$ cat src/rtl/histo_pkg.sv
// Shared constants and FSM state type for the histogram accumulator.
package histo_pkg;
  localparam int DATA_W = 128;
  localparam int PIX_W  = 8;
  localparam int CNT_W  = 32;
  localparam int ADDR_W = 16;

  typedef enum logic [2:0] {IDLE, CLEAR, RUN, DRAIN, DONE} state_t;
endpackage

$ cat src/rtl/histo_fwd_sel.sv
// Picks the freshest count for the bin entering S2: in-flight S3 result,
// then the pending write register, then the scratchpad read data.
module histo_fwd_sel #(
  parameter int PIX_W = 8,
  parameter int CNT_W = 32
) (
  input  logic [PIX_W-1:0] bin,
  input  logic             s3_vld,
  input  logic [PIX_W-1:0] s3_bin,
  input  logic [CNT_W-1:0] s3_res,
  input  logic             wr_vld,
  input  logic [PIX_W-1:0] wr_bin,
  input  logic [CNT_W-1:0] wr_cnt,
  input  logic [CNT_W-1:0] rd_cnt,
  output logic [CNT_W-1:0] cnt
);
  always_comb begin
    cnt = rd_cnt;
    if (s3_vld && s3_bin == bin)      cnt = s3_res;
    else if (wr_vld && wr_bin == bin) cnt = wr_cnt;
  end
endmodule

$ cat src/rtl/histogram_accumulator.sv
// Streams pixels from m1, read-modify-writes saturating bin counts in m2.
// Optional bin clear precedes accumulation; done/overflow are sticky flags.
module histogram_accumulator #(
  parameter int DATA_W = histo_pkg::DATA_W,
  parameter int PIX_W  = histo_pkg::PIX_W,
  parameter int LANES  = DATA_W / PIX_W,
  parameter int CNT_W  = histo_pkg::CNT_W,
  parameter int ADDR_W = histo_pkg::ADDR_W
) (
  input  logic              clock,
  input  logic              rst,
  input  logic              start,
  input  logic [ADDR_W-1:0] num_words,
  input  logic              clear_en,
  output logic [ADDR_W-1:0] m1ReadAddr,
  input  logic [DATA_W-1:0] m1ReadVal,
  output logic [ADDR_W-1:0] m2ReadAddr,
  input  logic [DATA_W-1:0] m2ReadVal,
  output logic [ADDR_W-1:0] m2WriteAddr,
  output logic [DATA_W-1:0] m2WriteVal,
  output logic              m2WE,
  output logic              busy,
  output logic              done,
  output logic              overflow
);
  import histo_pkg::*;

  localparam int LANE_W = (LANES > 1) ? $clog2(LANES) : 1;
  localparam logic [LANE_W-1:0] LANE_MAX = LANE_W'(LANES - 1);

  state_t state, state_nx;
  logic [ADDR_W-1:0] nw_q, word_q;
  logic [LANE_W-1:0] lane_q, lane_s1;
  logic [PIX_W-1:0]  clr_idx, pix_s1, bin_s2, bin_s3, wr_bin;
  logic [CNT_W-1:0]  val_s3, res_s3, wr_cnt, fwd_cnt;
  // vld_pipe[0]=S1 (lane select), [1]=S2 (bin capture), [2]=S3 (increment)
  logic [2:0]        vld_pipe;
  logic accept, issue, last_pix, clr_last, sat_s3;

  assign accept   = start && (state == IDLE || state == DONE);
  assign issue    = (state == RUN);
  assign last_pix = issue && (word_q == nw_q - 1'b1) && (lane_q == LANE_MAX);
  assign clr_last = (state == CLEAR) && (clr_idx == '1);
  assign busy     = (state == CLEAR) || (state == RUN) || (state == DRAIN);

  assign pix_s1      = m1ReadVal[lane_s1*PIX_W +: PIX_W];
  assign m1ReadAddr  = word_q;
  assign m2ReadAddr  = vld_pipe[0] ? ADDR_W'(pix_s1) : '0;
  assign m2WriteAddr = ADDR_W'(wr_bin);
  assign m2WriteVal  = DATA_W'(wr_cnt);

  assign sat_s3 = &val_s3;
  assign res_s3 = sat_s3 ? val_s3 : val_s3 + 1'b1;

  generate
    if (CNT_W < DATA_W) begin : g_unused
      logic unused_rd_hi;
      assign unused_rd_hi = ^m2ReadVal[DATA_W-1:CNT_W];
    end
  endgenerate

  histo_fwd_sel #(.PIX_W(PIX_W), .CNT_W(CNT_W)) u_fwd (
    .bin    (bin_s2),
    .s3_vld (vld_pipe[2]),
    .s3_bin (bin_s3),
    .s3_res (res_s3),
    .wr_vld (m2WE),
    .wr_bin (wr_bin),
    .wr_cnt (wr_cnt),
    .rd_cnt (m2ReadVal[CNT_W-1:0]),
    .cnt    (fwd_cnt)
  );

  always_ff @(posedge clock or posedge rst) begin
    if (rst) state <= IDLE;
    else     state <= state_nx;
  end

  always_comb begin
    state_nx = state;
    unique case (state)
      IDLE, DONE: if (start) state_nx = clear_en ? CLEAR : (num_words == '0 ? DONE : RUN);
      CLEAR:      if (clr_last) state_nx = (nw_q == '0) ? DONE : RUN;
      RUN:        if (last_pix) state_nx = DRAIN;
      // final write is on the bus once the pipe has emptied
      DRAIN:      if (vld_pipe == '0 && m2WE) state_nx = DONE;
      default:    state_nx = IDLE;
    endcase
  end

  always_ff @(posedge clock or posedge rst) begin
    if (rst) begin
      nw_q     <= '0;
      word_q   <= '0;
      lane_q   <= '0;
      lane_s1  <= '0;
      clr_idx  <= '0;
      bin_s2   <= '0;
      bin_s3   <= '0;
      val_s3   <= '0;
      vld_pipe <= '0;
      m2WE     <= 1'b0;
      wr_bin   <= '0;
      wr_cnt   <= '0;
      done     <= 1'b0;
      overflow <= 1'b0;
    end else begin
      vld_pipe <= {vld_pipe[1:0], issue};
      lane_s1  <= lane_q;
      bin_s2   <= pix_s1;
      bin_s3   <= bin_s2;
      val_s3   <= fwd_cnt;

      if (accept) begin
        nw_q    <= num_words;
        word_q  <= '0;
        lane_q  <= '0;
        clr_idx <= '0;
      end else if (issue) begin
        if (lane_q == LANE_MAX) begin
          lane_q <= '0;
          if (!last_pix) word_q <= word_q + 1'b1;
        end else begin
          lane_q <= lane_q + 1'b1;
        end
      end else if (state == CLEAR) begin
        clr_idx <= clr_idx + 1'b1;
      end

      m2WE   <= (state == CLEAR) || vld_pipe[2];
      wr_bin <= (state == CLEAR) ? clr_idx : bin_s3;
      wr_cnt <= (state == CLEAR) ? '0 : res_s3;

      if (vld_pipe[2] && sat_s3) overflow <= 1'b1;

      if (accept)                done <= (state_nx == DONE);
      else if (state_nx == DONE) done <= 1'b1;
    end
  end
endmodule

$ cat config.mk
export PLATFORM = sky130hd
export DESIGN_NAME = histogram_accumulator
export DESIGN_NICKNAME = d
export VERILOG_FILES = /design/src/rtl/histo_pkg.sv /design/src/rtl/histo_fwd_sel.sv /design/src/rtl/histogram_accumulator.sv
export SDC_FILE = /design/constraint.sdc
export NUM_CORES = 1
export LEC_CHECK = 0
export ABC_AREA = 1
export BUFFER_PORTS_ARGS = -buffer_cell sky130_fd_sc_hd__buf_2
export CAP_MARGIN = 20
export CORE_MARGIN = 8
export CORE_UTILIZATION = 40
export DETAILED_ROUTE_END_ITERATION = 8
export PLACE_DENSITY = 0.67
export SYNTH_ARGS = -nofsm -noshare
export SYNTH_HDL_FRONTEND = slang
export SYNTH_HIERARCHICAL = 1
export SYNTH_SLANG_ARGS = --single-unit
$ cat constraint.sdc
create_clock -name clock -period 13.01 [get_ports clock]
set_clock_uncertainty 0.2 [all_clocks]
set_input_delay 1.9515 -clock clock [delete_from_list [all_inputs] [get_ports clock]]
set_output_delay 1.9515 -clock clock [all_outputs]
set_load 0.02 [all_outputs]
==> impl_metrics.xml, run 1 <==
<?xml version="1.0" encoding="UTF-8"?>
<metrics>
  <group name="sta">
    <metric name="rsz0062_at_grt" unit="">false</metric>
    <metric name="min_period_over_period" unit="%">39.8</metric>
    <metric name="min_period" unit="ps">5180</metric>
    <metric name="final_hold_viol_count" unit="">0</metric>
    <metric name="clock.fmax" unit="GHz">0.193</metric>
    <metric name="timing.setup.tns" unit="ps">0</metric>
    <metric name="tightest_slew" unit="ps">1020</metric>
    <metric name="timing.final.setup_violations" unit="">0</metric>
    <metric name="slew-limit-headroom" unit="%">32.2</metric>
    <metric name="drv_slew" unit="">0</metric>
  </group>
  <group name="routing">
    <metric name="antenna_violating_nets_post_route" unit="">0</metric>
    <metric name="postRouteWirelength" unit="µm">30300</metric>
    <metric name="routedWlPerCell" unit="µm">15.1</metric>
    <metric name="top_layer_used" unit="">met4</metric>
    <metric name="routedLengthMet1" unit="µm">13000</metric>
    <metric name="drt-vias-per-instance" unit="">4.79</metric>
    <metric name="wl_met2" unit="µm">14700</metric>
    <metric name="route.vias.total" unit="">9634</metric>
    <metric name="detailroute.wirelength.met3" unit="µm">2100</metric>
    <metric name="initialDrtViolationCount" unit="">643</metric>
    <metric name="drtPass1Iterations" unit="">5</metric>
    <metric name="drc" unit="">0</metric>
  </group>
  <group name="cts">
    <metric name="clockBufferDepth" unit="">2</metric>
    <metric name="clock_tree.htree_level_count" unit="">4</metric>
    <metric name="cts_post_setup_buffers_inserted" unit="">0</metric>
    <metric name="cts_resized" unit="">0</metric>
    <metric name="cts_clock_pin_slew_for_the_worst_setup_and_hold_paths" unit="ps">60</metric>
    <metric name="clk-insertion-delay-late" unit="ps">420</metric>
    <metric name="post_cts_hold_buffer_count" unit="">0</metric>
    <metric name="cts.root.buffer_cell" unit="">sky130_fd_sc_hd__clkbuf_16</metric>
    <metric name="cts_buffers" unit="">17</metric>
    <metric name="clkSinkCount" unit="">145</metric>
    <metric name="cts_tree" unit="">yes</metric>
  </group>
  <group name="global_route">
    <metric name="gr-total-overflow" unit="">0</metric>
    <metric name="grt_start_max_net_pins" unit="">97</metric>
    <metric name="grt_util_all_layers" unit="%">18.5</metric>
    <metric name="antenna_found_initial" unit="">0</metric>
    <metric name="grt_first_pass_wirelength" unit="µm">47300</metric>
    <metric name="number_of_global_route_vias_before_repair" unit="">9139</metric>
  </group>
  <group name="worst_setup_path">
    <metric name="worst-path-buf-inv" unit="">3</metric>
    <metric name="crit_path_end_kind" unit="">primary output</metric>
    <metric name="worst-r2r-setup-slack" unit="ps">9910</metric>
    <metric name="critPathRequiredTime" unit="ps">10860</metric>
    <metric name="worst_setup_path_start_kind" unit="">input port</metric>
    <metric name="worstPathCellList" unit="">buf_2 -&gt; inv_1 -&gt; a21oi_1 -&gt; o21ai_0 -&gt; o211ai_1 -&gt; nand3_1 -&gt; a21oi_1 -&gt; buf_2</metric>
    <metric name="cp.arrival" unit="ps">3030</metric>
    <metric name="crit_path_max_fanout" unit="">2</metric>
    <metric name="critPathSlowestCell" unit="">sky130_fd_sc_hd__a21oi_1</metric>
    <metric name="cpLargestDelayFamily" unit="">compound AO/OA/AOI/OAI gates</metric>
    <metric name="cp_slowest_stage_delay" unit="ps">220</metric>
    <metric name="critPathKind" unit="">in2out</metric>
  </group>
  <group name="logic_synthesis">
    <metric name="seq_total_area_yosys" unit="%">34.8</metric>
    <metric name="share_of_flip_flops_with_an_asynchronous_set_or_reset" unit="%">100</metric>
    <metric name="synth-edff-count" unit="">0</metric>
    <metric name="share_of_synthesized_area_spent_on_multiplexers" unit="%">3.07</metric>
    <metric name="post_synth_fa_ha_maj_area_fraction" unit="%">0.599</metric>
    <metric name="postSynthRegisterBits" unit="">145</metric>
    <metric name="yosys_warnings" unit="">6</metric>
    <metric name="netlist_top_cells_area" unit="">sky130_fd_sc_hd__dfrtp_1, sky130_fd_sc_hd__nand2_1, sky130_fd_sc_hd__buf_4</metric>
    <metric name="postSynthCellCount" unit="">1459</metric>
    <metric name="dominant_combinational_cell_family_by_area_after_synthesis" unit="">simple AND/OR/NAND/NOR gates</metric>
    <metric name="synthXorXnorAreaFrac" unit="%">4.70</metric>
    <metric name="synth_area" unit="µm²">10400</metric>
    <metric name="postSynth.topFlopCell" unit="">sky130_fd_sc_hd__dfrtp_1</metric>
    <metric name="synthesized_area_divided_by_synthesized_cell_count" unit="µm²">7.16</metric>
    <metric name="post-synth-top-area-cell" unit="">sky130_fd_sc_hd__dfrtp_1</metric>
    <metric name="synth-compound-area-share" unit="%">9.85</metric>
    <metric name="synth_top_cell_area_share" unit="%">34.8</metric>
    <metric name="synth-simple-area-share" unit="%">27.7</metric>
    <metric name="synth_cell_type_count" unit="">43</metric>
  </group>
  <group name="layout">
    <metric name="final_common_cell" unit="">sky130_fd_sc_hd__nand2_1</metric>
    <metric name="stdcell_count" unit="">2013</metric>
    <metric name="fraction_of_layout_cells_with_a_size_suffix_above_1" unit="%">19.3</metric>
    <metric name="leading_cell_types_in_the_layout_fill_and_taps_excluded" unit="">sky130_fd_sc_hd__nand2_1, sky130_fd_sc_hd__buf_2, sky130_fd_sc_hd__inv_1, sky130_fd_sc_hd__nand3_1, sky130_fd_sc_hd__dfrtp_1</metric>
    <metric name="num_antenna_cells" unit="">0</metric>
    <metric name="area_added_between_synthesis_and_finish" unit="%">14.8</metric>
    <metric name="design.final.nets" unit="">1946</metric>
  </group>
  <group name="die">
    <metric name="placementRows" unit="">59</metric>
    <metric name="die_width" unit="µm">178</metric>
    <metric name="ios" unit="">456</metric>
    <metric name="die-height" unit="µm">178</metric>
    <metric name="initial_core_util" unit="%">40.4</metric>
    <metric name="fp.dieArea" unit="µm²">31500</metric>
    <metric name="design.core.area" unit="µm²">25800</metric>
  </group>
  <group name="place">
    <metric name="place.gp.congestion" unit="">0.898</metric>
    <metric name="numPortBuffers" unit="">247</metric>
    <metric name="place.detailed.hpwl" unit="µm">23200</metric>
    <metric name="numPlacedInstances" unit="">1981</metric>
  </group>
  <group name="pwr">
    <metric name="static-leakage-power" unit="nW">6.57</metric>
    <metric name="powerDensity" unit="nW/µm²">175</metric>
    <metric name="vdd_ir_drop_max" unit="V">0.0000987</metric>
  </group>
  <group name="worst_hold_path">
    <metric name="hold_path_class" unit="">reg2reg</metric>
  </group>
  <group name="status">
    <metric name="outcome" unit="">finished clean</metric>
  </group>
  <group name="flow_run">
    <metric name="maxCapViolCount" unit="">0</metric>
  </group>
</metrics>
## where the power goes
group	internal [mW]	switching [mW]	total, mW	leakage [nW]
Clock	0.289	0.200	0.490	0.280
Sequential	0.575	0.117	0.692	1.80
Combinational	0.297	0.621	0.917	4.50
Total	1.16	0.938	2.10	6.57
## state kept, by name, summed over array words and instances (netlist names)
register and cells:
val_s3 32, wr_cnt 32, m1ReadAddr 16, nw_q 16, bin_s2 8, bin_s3 8, clr_idx 8, wr_bin 8
lane_q 4, lane_s1 4, state 3, vld_pipe 3, done 1, m2WE 1, overflow 1
## cell usage after synthesis (3+ instances only)
library cell	number
sky130_fd_sc_hd__buf_6	8
sky130_fd_sc_hd__o211ai_1	34
sky130_fd_sc_hd__nand2_2	3
sky130_fd_sc_hd__inv_1	212
sky130_fd_sc_hd__buf_4	112
sky130_fd_sc_hd__inv_2	7
sky130_fd_sc_hd__xnor2_1	20
sky130_fd_sc_hd__nor2_2	10
sky130_fd_sc_hd__nand3b_1	5
sky130_fd_sc_hd__xor2_1	36
sky130_fd_sc_hd__nor3_1	26
sky130_fd_sc_hd__nand3_1	156
sky130_fd_sc_hd__nand4_1	34
sky130_fd_sc_hd__o21ai_0	71
sky130_fd_sc_hd__a21oi_1	74
sky130_fd_sc_hd__nor4_1	9
sky130_fd_sc_hd__mux2i_1	32
sky130_fd_sc_hd__clkbuf_1	33
sky130_fd_sc_hd__ha_1	5
sky130_fd_sc_hd__nand2_1	309
sky130_fd_sc_hd__dfrtp_1	145
sky130_fd_sc_hd__nor2_4	3
sky130_fd_sc_hd__buf_2	24
sky130_fd_sc_hd__nor2_1	65
## final cells by class
cell class,instances,area (µm²)
Timing Repair Buffer,255,1300
Inverter,221,835
Clock buffer,18,439
Fill cell,2641,13800
Multi-Input combinational cell,1025,5220
Clock inverter,14,153
Tap cell,335,419
Sequential cell,145,3630
## through the flow
stage / hold WS (ps) / setup WS, ps / cell area, µm² / utilization [%] / power [mW]
5_1_grt: 199 / 7710 / 12000 / 46.4 / 2.26
4_1_cts: 182 / 7860 / 12000 / 46.4 / 2.12
6_report: 182 / 7830 / 12000 / 46.4 / 2.10
3_5_place_dp: 168 / 7870 / 11400 / 44.1 / 1.62
3_3_place_gp: 162 / 7870 / 11400 / 44.1 / 1.60
2_1_floorplan: 154 / 6960 / 10900 / - / 1.38
## worst paths after layout
kind,start,endpoint,cells past startpoint
max,m1ReadVal[9],m2ReadAddr[1],8
min in group asynchronous,rst,val_s3[16],2
max reg2reg,val_s3[5],val_s3[1],10
max in group asynchronous,rst,lane_s1[0],3
min reg2reg,vld_pipe[1],vld_pipe[2],0
min,vld_pipe[1],vld_pipe[2],0
## metal layers
metal / vias up / GRT usage [%]
met5: - / 0
met4: 0 / 4.62
met3: 33 / 3.79
met2: 330 / 31.4
met1: 4407 / 23.7
li1: 4864 / -
## cells by family (layout without fill, tap and decap cells)
logic type,after synthesis,in the layout
AND/OR/NAND/NOR,634,634
buffers and inverters,400,508
AO/OA/AOI/OAI,186,186
flip-flops,145,145
XOR/XNOR,56,56
multiplexers,32,32
adder cells (fa/ha/maj),5,5
other,1,112
No activity file was read; power rests on OpenSTA's default activity.
==> run 2, diff against run 1 <==
- PLACE_DENSITY: 0.67 -> 0.7
- clock period: 13.01 -> 4.2 ns (I/O delays scaled with it)
==> impl_metrics.xml, run 2 (synthesis results as in run 1) <==
<?xml version="1.0" encoding="UTF-8"?>
<metrics>
  <group name="routing">
    <metric name="antenna_violating_nets_post_route" unit="">0</metric>
    <metric name="drc" unit="">0</metric>
    <metric name="drt-vias-per-instance" unit="">4.79</metric>
    <metric name="routedWlPerCell" unit="µm">14.7</metric>
    <metric name="initialDrtViolationCount" unit="">622</metric>
    <metric name="drtPass1Iterations" unit="">5</metric>
    <metric name="route.vias.total" unit="">9666</metric>
    <metric name="postRouteWirelength" unit="µm">29600</metric>
  </group>
  <group name="global_route">
    <metric name="number_of_global_route_vias_before_repair" unit="">9239</metric>
    <metric name="gr-usage-met1" unit="%">22.3</metric>
    <metric name="antenna_found_initial" unit="">0</metric>
    <metric name="grt_util_all_layers" unit="%">18.0</metric>
    <metric name="groute.layer.met3.usage" unit="%">4.02</metric>
    <metric name="met2_usage" unit="%">31.0</metric>
    <metric name="grt_start_max_net_pins" unit="">146</metric>
    <metric name="most_utilized_layer_in_the_global_route_result" unit="">met2</metric>
    <metric name="grt_first_pass_wirelength" unit="µm">46200</metric>
    <metric name="gr-total-overflow" unit="">0</metric>
  </group>
  <group name="cts">
    <metric name="cts_tree" unit="">yes</metric>
    <metric name="clkSinkCount" unit="">145</metric>
    <metric name="cts.root.buffer_cell" unit="">sky130_fd_sc_hd__clkbuf_16</metric>
    <metric name="cts_clock_pin_slew_for_the_worst_setup_and_hold_paths" unit="ps">60</metric>
    <metric name="clockBufferDepth" unit="">2</metric>
    <metric name="clock_tree.htree_level_count" unit="">4</metric>
    <metric name="cts_buffers" unit="">17</metric>
    <metric name="cts_resized" unit="">0</metric>
    <metric name="cts_post_setup_buffers_inserted" unit="">0</metric>
    <metric name="post_cts_hold_buffer_count" unit="">0</metric>
    <metric name="clk-insertion-delay-late" unit="ps">420</metric>
  </group>
  <group name="die">
    <metric name="die-height" unit="µm">178</metric>
    <metric name="initial_core_util" unit="%">40.4</metric>
    <metric name="fp.dieArea" unit="µm²">31500</metric>
    <metric name="placementRows" unit="">59</metric>
    <metric name="design.core.area" unit="µm²">25800</metric>
    <metric name="die_width" unit="µm">178</metric>
    <metric name="ios" unit="">456</metric>
  </group>
  <group name="flow_run">
    <metric name="maxCapViolCount" unit="">0</metric>
  </group>
  <group name="layout">
    <metric name="reg.largest.list" unit="">val_s3 (32), wr_cnt (32)</metric>
    <metric name="area_added_between_synthesis_and_finish" unit="%">15.3</metric>
    <metric name="design.final.nets" unit="">1949</metric>
    <metric name="final_core_utilization" unit="%">46.6</metric>
    <metric name="register_area" unit="µm²">3630</metric>
    <metric name="multi_input_area" unit="µm²">5220</metric>
    <metric name="num_antenna_cells" unit="">0</metric>
    <metric name="final_common_cell" unit="">sky130_fd_sc_hd__nand2_1</metric>
    <metric name="fraction_of_layout_cells_with_a_size_suffix_above_1" unit="%">19.3</metric>
    <metric name="leading_cell_types_in_the_layout_fill_and_taps_excluded" unit="">sky130_fd_sc_hd__nand2_1, sky130_fd_sc_hd__buf_2, sky130_fd_sc_hd__inv_1, sky130_fd_sc_hd__nand3_1, sky130_fd_sc_hd__dfrtp_1</metric>
    <metric name="stdcell_count" unit="">2016</metric>
    <metric name="layout.filler_cells" unit="">2626</metric>
  </group>
  <group name="status">
    <metric name="outcome" unit="">finished clean</metric>
  </group>
  <group name="sta">
    <metric name="clock.fmax" unit="GHz">0.291</metric>
    <metric name="min_period_over_period" unit="%">81.7</metric>
    <metric name="tightest_slew" unit="ps">892</metric>
    <metric name="timing.setup.tns" unit="ps">0</metric>
    <metric name="slew-limit-headroom" unit="%">40.5</metric>
    <metric name="drv_slew" unit="">0</metric>
    <metric name="min_period" unit="ps">3430</metric>
    <metric name="rsz0062_at_grt" unit="">false</metric>
    <metric name="timing.final.setup_violations" unit="">0</metric>
    <metric name="final_hold_viol_count" unit="">0</metric>
  </group>
  <group name="worst_setup_path">
    <metric name="critPathRequiredTime" unit="ps">3370</metric>
    <metric name="crit_path_end_kind" unit="">primary output</metric>
    <metric name="crit_path_max_fanout" unit="">50</metric>
    <metric name="cp.arrival" unit="ps">2600</metric>
    <metric name="critPathKind" unit="">reg2out</metric>
    <metric name="worst_setup_path_start_kind" unit="">flop</metric>
  </group>
  <group name="place">
    <metric name="numPortBuffers" unit="">247</metric>
    <metric name="place.gp.congestion" unit="">0.922</metric>
    <metric name="place.detailed.hpwl" unit="µm">22800</metric>
    <metric name="numPlacedInstances" unit="">1984</metric>
  </group>
  <group name="pwr">
    <metric name="static-leakage-power" unit="nW">6.59</metric>
    <metric name="finalPower" unit="mW">6.51</metric>
    <metric name="vdd_ir_drop_max" unit="V">0.000269</metric>
    <metric name="powerDensity" unit="nW/µm²">541</metric>
  </group>
  <group name="worst_hold_path">
    <metric name="hold_path_class" unit="">reg2reg</metric>
  </group>
</metrics>
[run 2: changes by cell type in the layout (fill, tap and decap cells not counted)]
cell,change
sky130_fd_sc_hd__buf_12,+2
sky130_fd_sc_hd__buf_8,+1
sky130_fd_sc_hd__clkinv_4,-2
sky130_fd_sc_hd__clkinv_2,-1
sky130_fd_sc_hd__clkinvlp_4,+2
sky130_fd_sc_hd__clkbuf_8,+1
sky130_fd_sc_hd__clkbuf_1,+2
sky130_fd_sc_hd__inv_6,-2
[run 2: where the power goes]
part | internal (mW) | total [mW] | leakage [nW] | switching, mW
Clock | 0.910 | 1.52 | 0.273 | 0.605
Combinational | 0.939 | 2.80 | 4.52 | 1.86
Sequential | 1.78 | 2.20 | 1.80 | 0.416
Total | 3.63 | 6.51 | 6.59 | 2.88
[run 2: layout make-up]
type | instances | area share (%)
clock buffers | 21 | 3.82
clock inverters | 11 | 1.07
inverters | 221 | 6.92
well taps | 335 | 3.48
multi-input cells | 1025 | 43.3
flip-flops and latches | 145 | 30.1
repair buffers | 258 | 11.2
[run 2: routing by layer]
metal / share of wire, % / vias to the layer above
li1: - / 4869
met1: 42 / 4445
met3: 7.2 / 40
met4: 1.8 / 0
met2: 49 / 312
met5: 0 / -
[run 2: worst max-delay path: stages (launching register included)]
cell and delay [ps]:
sky130_fd_sc_hd__dfrtp_2 940, sky130_fd_sc_hd__buf_12 320, sky130_fd_sc_hd__mux2i_1 120, sky130_fd_sc_hd__o211ai_1 210, sky130_fd_sc_hd__nand3_1 130, sky130_fd_sc_hd__a21oi_1 210
sky130_fd_sc_hd__buf_2 210
[run 2: worst paths after layout]
kind	from	to	slack, ps	depth (start not counted)
max in group asynchronous	rst	lane_s1[0]	2980	3
min in group asynchronous	rst	wr_cnt[5]	220	3
setup / recovery	lane_s1[0]	m2ReadAddr[5]	770	6
hold reg to reg	vld_pipe[1]	vld_pipe[2]	180	0
hold / removal	vld_pipe[1]	vld_pipe[2]	180	0
setup reg to reg	bin_s2[5]	val_s3[10]	1500	8
[run 2: metrics by stage]
| stage | instance area (µm²) | hold slack, ps | setup WS, ps |
|---|---|---|---|
| final | 12000 | 184 | 767 |
| after global routing | 12000 | 195 | 606 |
| after CTS | 12000 | 186 | 761 |
| after detailed placement | 11500 | 172 | 1230 |
| after global placement | 11400 | 161 | 1300 |
| after floorplan | 10900 | 154 | 1550 |
